**src/rtl/mem_port_arbiter_pkg.sv**
```systemverilog
// -----------------------------------------------------------------------------
// mem_port_arbiter_pkg
// Shared types and constants for the block-RAM port arbiter.
//   state_e    : arbiter FSM states (3-bit encoding)
//   gnt_e      : grant-select encoding used at IDLE arbitration
//   WAIT_CNT_W : width of the video starvation counter
// Optional feature macro used by the arbiter: MEM_PORT_ARBITER_STARVE_GUARD_EN
// -----------------------------------------------------------------------------
package mem_port_arbiter_pkg;

    typedef enum logic [2:0] {
        IDLE     = 3'd0,
        ACC_CPU  = 3'd1,
        ACC_VID  = 3'd2,
        DONE_CPU = 3'd3,
        DONE_VID = 3'd4
    } state_e;

    typedef enum logic {
        GNT_CPU = 1'b0,
        GNT_VID = 1'b1
    } gnt_e;

    localparam int WAIT_CNT_W = 4;
    localparam logic [WAIT_CNT_W-1:0] WAIT_CNT_MAX = {WAIT_CNT_W{1'b1}};

endpackage

```
**src/rtl/mem_port_arbiter_starve_ctr.sv**
```systemverilog
// -----------------------------------------------------------------------------
// mem_port_arbiter_starve_ctr
// Saturating count of arbitrations the video requester has lost, with clear
// and a threshold compare. Only instantiated when
// MEM_PORT_ARBITER_STARVE_GUARD_EN is defined.
// Ports:
//   clk    : system clock
//   reset  : synchronous active-high reset (counter -> 0)
//   clr_i  : clear the counter (has priority over inc_i)
//   inc_i  : add one, saturating at WAIT_CNT_MAX
//   hit_o  : counter >= MAX_WAIT
// -----------------------------------------------------------------------------
module mem_port_arbiter_starve_ctr
    import mem_port_arbiter_pkg::*;
#(
    parameter int MAX_WAIT = 4
) (
    input  logic clk,
    input  logic reset,
    input  logic clr_i,
    input  logic inc_i,
    output logic hit_o
);

    logic [WAIT_CNT_W-1:0] cnt_q;
    logic [WAIT_CNT_W-1:0] cnt_d;

    always_comb begin
        cnt_d = cnt_q;
        if (clr_i) begin
            cnt_d = '0;
        end else if (inc_i && (cnt_q != WAIT_CNT_MAX)) begin
            cnt_d = cnt_q + 1'b1;
        end
    end

    always_ff @(posedge clk) begin
        if (reset) begin
            cnt_q <= '0;
        end else begin
            cnt_q <= cnt_d;
        end
    end

    assign hit_o = (int'(cnt_q) >= MAX_WAIT);

endmodule

```
**src/rtl/mem_port_arbiter.sv**
```systemverilog
// -----------------------------------------------------------------------------
// mem_port_arbiter
// Shares one synchronous block-RAM port between the CPU (read/write) and the
// video scan-out (read-only). Each access occupies the port for 3 cycles:
// IDLE (arbitrate) -> ACC_x (mem_en pulse) -> DONE_x (ack + read data).
// CPU has fixed priority. With MEM_PORT_ARBITER_STARVE_GUARD_EN defined, video
// wins arbitration once it has lost MAX_WAIT times in a row.
// Ports:
//   clk, reset                 : clock, synchronous active-high reset
//   cpu_req/we/addr/wdata      : CPU request, held until cpu_ack
//   cpu_ack, cpu_rdata         : one-cycle completion, read data during ack
//   vid_req/addr               : video read request, held until vid_ack
//   vid_ack, vid_rdata         : one-cycle completion, read data during ack
//   mem_en/we/addr/wdata       : registered RAM port controls
//   mem_rdata                  : RAM read data (valid cycle after read enable)
//   busy                       : FSM is not in IDLE
// -----------------------------------------------------------------------------
module mem_port_arbiter
    import mem_port_arbiter_pkg::*;
#(
    parameter int ADDR_W   = 16,
    parameter int DATA_W   = 16,
    parameter int MAX_WAIT = 4
) (
    input  logic              clk,
    input  logic              reset,
    input  logic              cpu_req,
    input  logic              cpu_we,
    input  logic [ADDR_W-1:0] cpu_addr,
    input  logic [DATA_W-1:0] cpu_wdata,
    output logic              cpu_ack,
    output logic [DATA_W-1:0] cpu_rdata,
    input  logic              vid_req,
    input  logic [ADDR_W-1:0] vid_addr,
    output logic              vid_ack,
    output logic [DATA_W-1:0] vid_rdata,
    output logic              mem_en,
    output logic              mem_we,
    output logic [ADDR_W-1:0] mem_addr,
    output logic [DATA_W-1:0] mem_wdata,
    input  logic [DATA_W-1:0] mem_rdata,
    output logic              busy
);

    // Reject an out-of-range threshold at elaboration time.
    generate
        if ((MAX_WAIT < 1) || (MAX_WAIT > 15)) begin : g_bad_max_wait
            $error("mem_port_arbiter: MAX_WAIT must be in 1..15");
        end
    endgenerate

    state_e            state_q, state_d;
    logic              mem_en_q, mem_en_d;
    logic              mem_we_q, mem_we_d;
    logic [ADDR_W-1:0] mem_addr_q, mem_addr_d;
    logic [DATA_W-1:0] mem_wdata_q, mem_wdata_d;
    gnt_e              gnt;
    logic              vid_force;

`ifdef MEM_PORT_ARBITER_STARVE_GUARD_EN
    logic arb_idle;
    logic ctr_inc;
    logic ctr_clr;

    // Count only arbitrations video actually lost to the CPU; clear when
    // video is granted (entry into ACC_VID).
    assign arb_idle = (state_q == IDLE);
    assign ctr_inc  = arb_idle && vid_req && cpu_req && (gnt == GNT_CPU);
    assign ctr_clr  = arb_idle && vid_req && (gnt == GNT_VID);

    mem_port_arbiter_starve_ctr #(
        .MAX_WAIT (MAX_WAIT)
    ) u_starve_ctr (
        .clk   (clk),
        .reset (reset),
        .clr_i (ctr_clr),
        .inc_i (ctr_inc),
        .hit_o (vid_force)
    );
`else
    assign vid_force = 1'b0;
`endif

    // Grant select: video only when CPU is idle, or when the guard forces it.
    always_comb begin
        gnt = GNT_CPU;
        if (vid_req && (!cpu_req || vid_force)) begin
            gnt = GNT_VID;
        end
    end

    always_comb begin
        state_d     = state_q;
        mem_en_d    = 1'b0;
        mem_we_d    = 1'b0;
        mem_addr_d  = mem_addr_q;
        mem_wdata_d = mem_wdata_q;
        case (state_q)
            IDLE: begin
                if (cpu_req || vid_req) begin
                    mem_en_d = 1'b1;
                    if (gnt == GNT_VID) begin
                        state_d     = ACC_VID;
                        mem_addr_d  = vid_addr;
                        mem_wdata_d = '0;
                    end else begin
                        state_d     = ACC_CPU;
                        mem_we_d    = cpu_we;
                        mem_addr_d  = cpu_addr;
                        mem_wdata_d = cpu_wdata;
                    end
                end
            end
            ACC_CPU:  state_d = DONE_CPU;
            ACC_VID:  state_d = DONE_VID;
            DONE_CPU: state_d = IDLE;
            DONE_VID: state_d = IDLE;
            default:  state_d = IDLE;
        endcase
    end

    always_ff @(posedge clk) begin
        if (reset) begin
            state_q     <= IDLE;
            mem_en_q    <= 1'b0;
            mem_we_q    <= 1'b0;
            mem_addr_q  <= '0;
            mem_wdata_q <= '0;
        end else begin
            state_q     <= state_d;
            mem_en_q    <= mem_en_d;
            mem_we_q    <= mem_we_d;
            mem_addr_q  <= mem_addr_d;
            mem_wdata_q <= mem_wdata_d;
        end
    end

    assign mem_en    = mem_en_q;
    assign mem_we    = mem_we_q;
    assign mem_addr  = mem_addr_q;
    assign mem_wdata = mem_wdata_q;

    // RAM read data arrives in the DONE cycle; it is passed straight through.
    assign cpu_ack   = (state_q == DONE_CPU);
    assign vid_ack   = (state_q == DONE_VID);
    assign cpu_rdata = mem_rdata;
    assign vid_rdata = mem_rdata;
    assign busy      = (state_q != IDLE);

endmodule

```
**config.mk**
```make
export PLATFORM = sky130hd
export DESIGN_NAME = mem_port_arbiter
export DESIGN_NICKNAME = d
export VERILOG_FILES = /design/src/rtl/mem_port_arbiter_pkg.sv /design/src/rtl/mem_port_arbiter_starve_ctr.sv /design/src/rtl/mem_port_arbiter.sv
export SDC_FILE = /design/constraint.sdc
export NUM_CORES = 1
export LEC_CHECK = 0
export CORE_ASPECT_RATIO = 0.75
export CORE_MARGIN = 8
export CORE_UTILIZATION = 35
export CTS_CLUSTER_DIAMETER = 30
export CTS_CLUSTER_SIZE = 28
export DETAILED_ROUTE_END_ITERATION = 7
export GPL_ROUTABILITY_DRIVEN = 0
export GPL_TIMING_DRIVEN = 1
export PLACE_DENSITY = 0.93
export SLEW_MARGIN = 20
export SYNTH_ARGS = -nofsm -noshare
export SYNTH_HDL_FRONTEND = slang
export SYNTH_SLANG_ARGS = --single-unit
```
**constraint.sdc**
```tcl
create_clock -name clk -period 4.5 [get_ports clk]
set_input_delay 0.9 -clock clk [delete_from_list [all_inputs] [get_ports clk]]
set_output_delay 0.9 -clock clk [all_outputs]
set_load 0.005 [all_outputs]
```
# ---- Word level (Yosys, flattened, before mapping)
# Cells that the tools add are included.
dict set report totals {
  register_bits 37
  input_bits 69
  elab_cells 27
  output_inout_bits 69
}
dict set report classes {
  n_mux 7
  n_reduce_logical 8
  n_eq_ne 5
  bitwise_logic 2
}
# cell count
set op_table {}
lappend op_table {{$mux W16} 2}
lappend op_table {{$pmux W3 S3} 1}
lappend op_table {{$eq A3 B2 Y1 const B} 2}
lappend op_table {{$reduce_or A4 Y1} 1}
lappend op_table {{$eq A3 B1 Y1 const B} 1}
lappend op_table {{$eq A3 B3 Y1 const B} 1}
lappend op_table {{$logic_not A3 Y1} 1}
lappend op_table {{$mux W3} 1}
lappend op_table {{$reduce_bool A3 Y1} 1}
lappend op_table {{$mux W1} 2}
lappend op_table {{$mux W2} 1}
lappend op_table {{$ne A2 B2 Y1 const B} 1}
lappend op_table {{$not A1 Y1} 2}
lappend op_table {{$reduce_and A2 Y1} 1}
lappend op_table {{$reduce_or A2 Y1} 1}
lappend op_table {{$logic_and A1 B1 Y1} 1}
lappend op_table {{$logic_not A1 Y1} 1}
lappend op_table {{$logic_or A1 B1 Y1} 1}

# ---- Longest topological paths before layout
dict set report depth {
  depth_word 6
  mapped_depth 6
  ltp_nobuf 4
}

# ---- Least setup slack after synthesis
# No wires, ideal clock.
dict set report synth_path {
  kind {input to register}
  startpoint {input cpu_req}
  endpoint {register mem_wdata_q[10] (netlist: mem_wdata[10])}
  stages 5
  setup_time_ps 59
  slack_ps 2469
  path_buffers 2
  arrival_ps 1972
  required_ps 4441
  path_cell_list {or2_1 -> buf_2 -> a21oi_1 -> buf_2 -> a22o_1}
}
dict set report synth_between {
  elab_chain_len 4
  elab_cells_between_ends 6
  classes_between {mux (2); reduce/logical (4)}
}
# element line
set synth_rtl {}
lappend synth_rtl {{from (decl)} mem_port_arbiter.sv:27} ;# input logic cpu_req,
lappend synth_rtl {{$logic_not A1 Y1} mem_port_arbiter.sv:87} ;# if (vid_req && (!cpu_req || vid_force)) begin
lappend synth_rtl {{$logic_and A1 B1 Y1} mem_port_arbiter.sv:87}
lappend synth_rtl {{$mux W1} mem_port_arbiter.sv:87}
lappend synth_rtl {{$mux W16} mem_port_arbiter.sv:102} ;# if (gnt == GNT_VID) begin
lappend synth_rtl {{to (signal assigned)} mem_port_arbiter.sv:134} ;# mem_wdata_q <= mem_wdata_d;
lappend synth_rtl {{to (decl)} mem_port_arbiter.sv:56} ;# logic [DATA_W-1:0] mem_wdata_q, mem_wdata_d;
# Parallel ways exist; a longest one is shown, timed or not.
# A chain may end at the register's enable or synchronous reset.

# ---- Worst setup path after layout
dict set report layout_path {
  startpoint {register state_q[2]}
  endpoint {output busy}
}
dict set report layout_between {
  elab_chain_len 1
}
# element line
set layout_rtl {}
lappend layout_rtl {{from (decl)} mem_port_arbiter.sv:52} ;# state_e state_q, state_d;
lappend layout_rtl {{from (signal assigned)} mem_port_arbiter.sv:130} ;# state_q <= state_d;
lappend layout_rtl {{$reduce_bool A3 Y1} mem_port_arbiter.sv:148} ;# assign busy = (state_q != IDLE);
lappend layout_rtl {{to (decl)} mem_port_arbiter.sv:42} ;# output logic busy
# No other way between the ends.

==> summary.txt <==
Floorplan
  – Core Rows: 21
  – DIE HEIGHT: 75.54 µm
  – Die area: slightly above 7000 µm²
  – Core area: 4493 µm²
  – Die width: 95.38 µm
  – Initial core utilization: 36.81%
  – I/O pin total: roughly 140

Timing
  – Fin Hold WS: 0.4758 ns
  – Pins over their slew limit: 0
  – Final Skew: ~0.0045 ns
  – Fmax: roughly 360 MHz
  – Final hold viol count: 0
  – Max_slew headroom: around 34%
  – Final critical-path required period: 2.794 ns
  – # setup viols final: 0
  – PnR worst setup slack: 1.706 ns
  – Period utilization: 62.09%
  – Measured slew at the worst slew-check pin: 0.9863 ns
  – RSZ-0062 raised after global routing: no
  – Setup TNS: 0 ns

Route
  – Drt pass-1 iters: 4
  – Vias per cell: between 4 and 5
  – Final ANT Viol Nets: 0
  – Routed WL: between 4 and 5 mm
  – Post-DR wirelength/cell: approximately 16 µm
  – Iter 0 DRT Violations: 30
  – Post-route DRC: 0
  – Via count: 1,347

Synth
  – Syn nets: 230
  – Post-synthesis simple-gate area fraction: 6.051%
  – Largest family of logic cells by synthesized area: compound AO/OA/AOI/OAI gates
  – Synth Register Bits: 37
  – XOR/XNOR Fraction of Synth Area: 0%
  – Register area share after synthesis: around 45%
  – Mux contribution to synthesized area: 9.682%
  – Post-Synth Adder-Cell Area: 0%
  – Mapped Cells: about 160
  – Distinct cells, synth: 23
  – Avg Cell Area, Syn: 10.27 µm²
  – Ys Warns: 0
  – Compound-Gate Fraction of Synth Area: 21.41%
  – Post-Syn Area: 1654 µm²

Global route
  – Total GRT Usage: 12.70%
  – Grt ovf: 0
  – Largest net degree at the start of global routing: 23
  – Antenna violations before repair: 0
  – Vias in the first global route: 1,447
  – First-pass GRT wire length: 7.058 mm

CTS
  – CTS Buffer Depth: 2
  – CTS Buf Count: 5
  – Post-CTS setup buffers: 0
  – Clock latency on the worst-skew pair: 0.27 ns
  – Clock Pin Slew Worst Setup and Hold Paths: 0.07 ns
  – CTS tree: done
  – Sink Count: 37
  – H-tree level count: 2
  – Number of gates resized after cts: 0
  – Hold_buf cts: 0
  – Clock Root Buffer: clkbuf_8

Min path
  – HP Class: flop to flop

Worst setup path
  – CP max stage cell: nor3_4
  – Setup crit end kind: output port
  – Buf/Inv on CP: 2
  – WS Path Type: flop to output port
  – CP startpoint kind: flop
  – Worst-path maximum fanout: 19
  – CP cell instances: nor3_4 > inv_2 > clkdlybuf4s50_1
  – Req. time, crit path: 3.60 ns
  – CP peak stage delay: 0.63 ns
  – Critical Path AT: 1.89 ns
  – Kind of cell with the highest combined delay on the critical path: simple AND/OR/NAND/NOR gates

Placed design
  – Detailed placer's ending HPWL: 3.465 mm
  – Dpl ws: 1.455 ns
  – Inst Count DP: about 270
  – Post-placement cell area: 2332 µm²
  – Buffers on Ports: 89

Layout
  – Design area: 2412 µm²
  – Commonest non-fill, non-tap cell in the layout: clkdlybuf4s50_1
  – Nets: 284
  – Filler cells: 413
  – Ant diodes: 0
  – Syn-to-layout area delta: 45.84%
  – Commonest non-fill, non-tap cells in the layout: clkdlybuf4s50_1, dfxtp_1, a21oi_1
  – Share of cells above drive strength 1: 4.167%
  – Multi-input logic area: 614.3 µm²
  – Register area: around 740 µm²
  – Fin cells: about 270

Pwr
  – PwrDens: 331.3 nW/µm²
  – Peak supply drop: roughly 0.00016 V
  – Leak: 0.9503 nW

Run
  – Max cap viols: 0

Run status
  – Outcome: finished clean
## worst paths after layout
check / slack [ns] / startpoint / cells after the start / endpoint
min: 0.48 / mem_wdata[2] / 1 / mem_wdata[2]
max reg2reg: 2.41 / state_q[2] / 3 / mem_addr[2]
min reg2reg: 0.48 / mem_wdata[2] / 1 / mem_wdata[2]
max: 1.71 / state_q[2] / 3 / busy
## registers in the layout, indices dropped and copies added (netlist names)
register   flops
mem_en         1
mem_wdata     16
state_q        3
mem_addr      16
mem_we         1
## cell type report
class | instances | share of cell area (%)
repair buffers | 90 | 37.24
flip-flops and latches | 37 | 30.71
multi-input cells | 79 | 25.47
clock buffers | 8 | 3.320
well taps | 57 | 2.956
inverters | 2 | 0.3112
## cells in the mapped netlist (all sizes together)
cell	number	area share, %
buf	38	16
dfxtp	37	45
a21oi	17	5.1
a211oi	16	7.3
a22o	16	8.5
mux2i	16	9.7
clkbuf	5	1.1
and2	2	0.76
inv	2	0.45
nor2	2	0.45
nor3b	2	1.6
a2111oi	1	0.53
nand2	1	0.23
nand2b	1	0.38
nor2b	1	0.38
nor3	1	0.98
nor4	1	0.38
nor4b	1	0.53
or2	1	0.38
## layer usage
metal  track usage, %  share of wire [%]
met1            13.09                 39
met2            21.16                 47
met3            8.268                 14
met4            3.226               0.38
met5                0                  0
## power by group
part | internal [mW] | leakage, nW | switching (mW)
Sequential | 0.361 | 0.305 | 0.0196
Clock | 0.110 | 0.0395 | 0.103
Combinational | 0.128 | 0.606 | 0.0774
## cell families (layout without fill, tap and decap cells)
kind of cell,count (synthesis),in the layout
mux,16,16
buf+inv,45,100
simple gates,13,13
compound gates,50,50
flops,37,37
## per-stage QoR
stage               power (mW)  utilization, %
floorplan               0.4887               -
global placement        0.5899           51.91
detailed placement      0.5967           51.91
CTS                     0.8141           53.69
global route            0.8488           53.69
finish                  0.7992           53.69
Note: power is estimated with default switching activity, not from simulation.
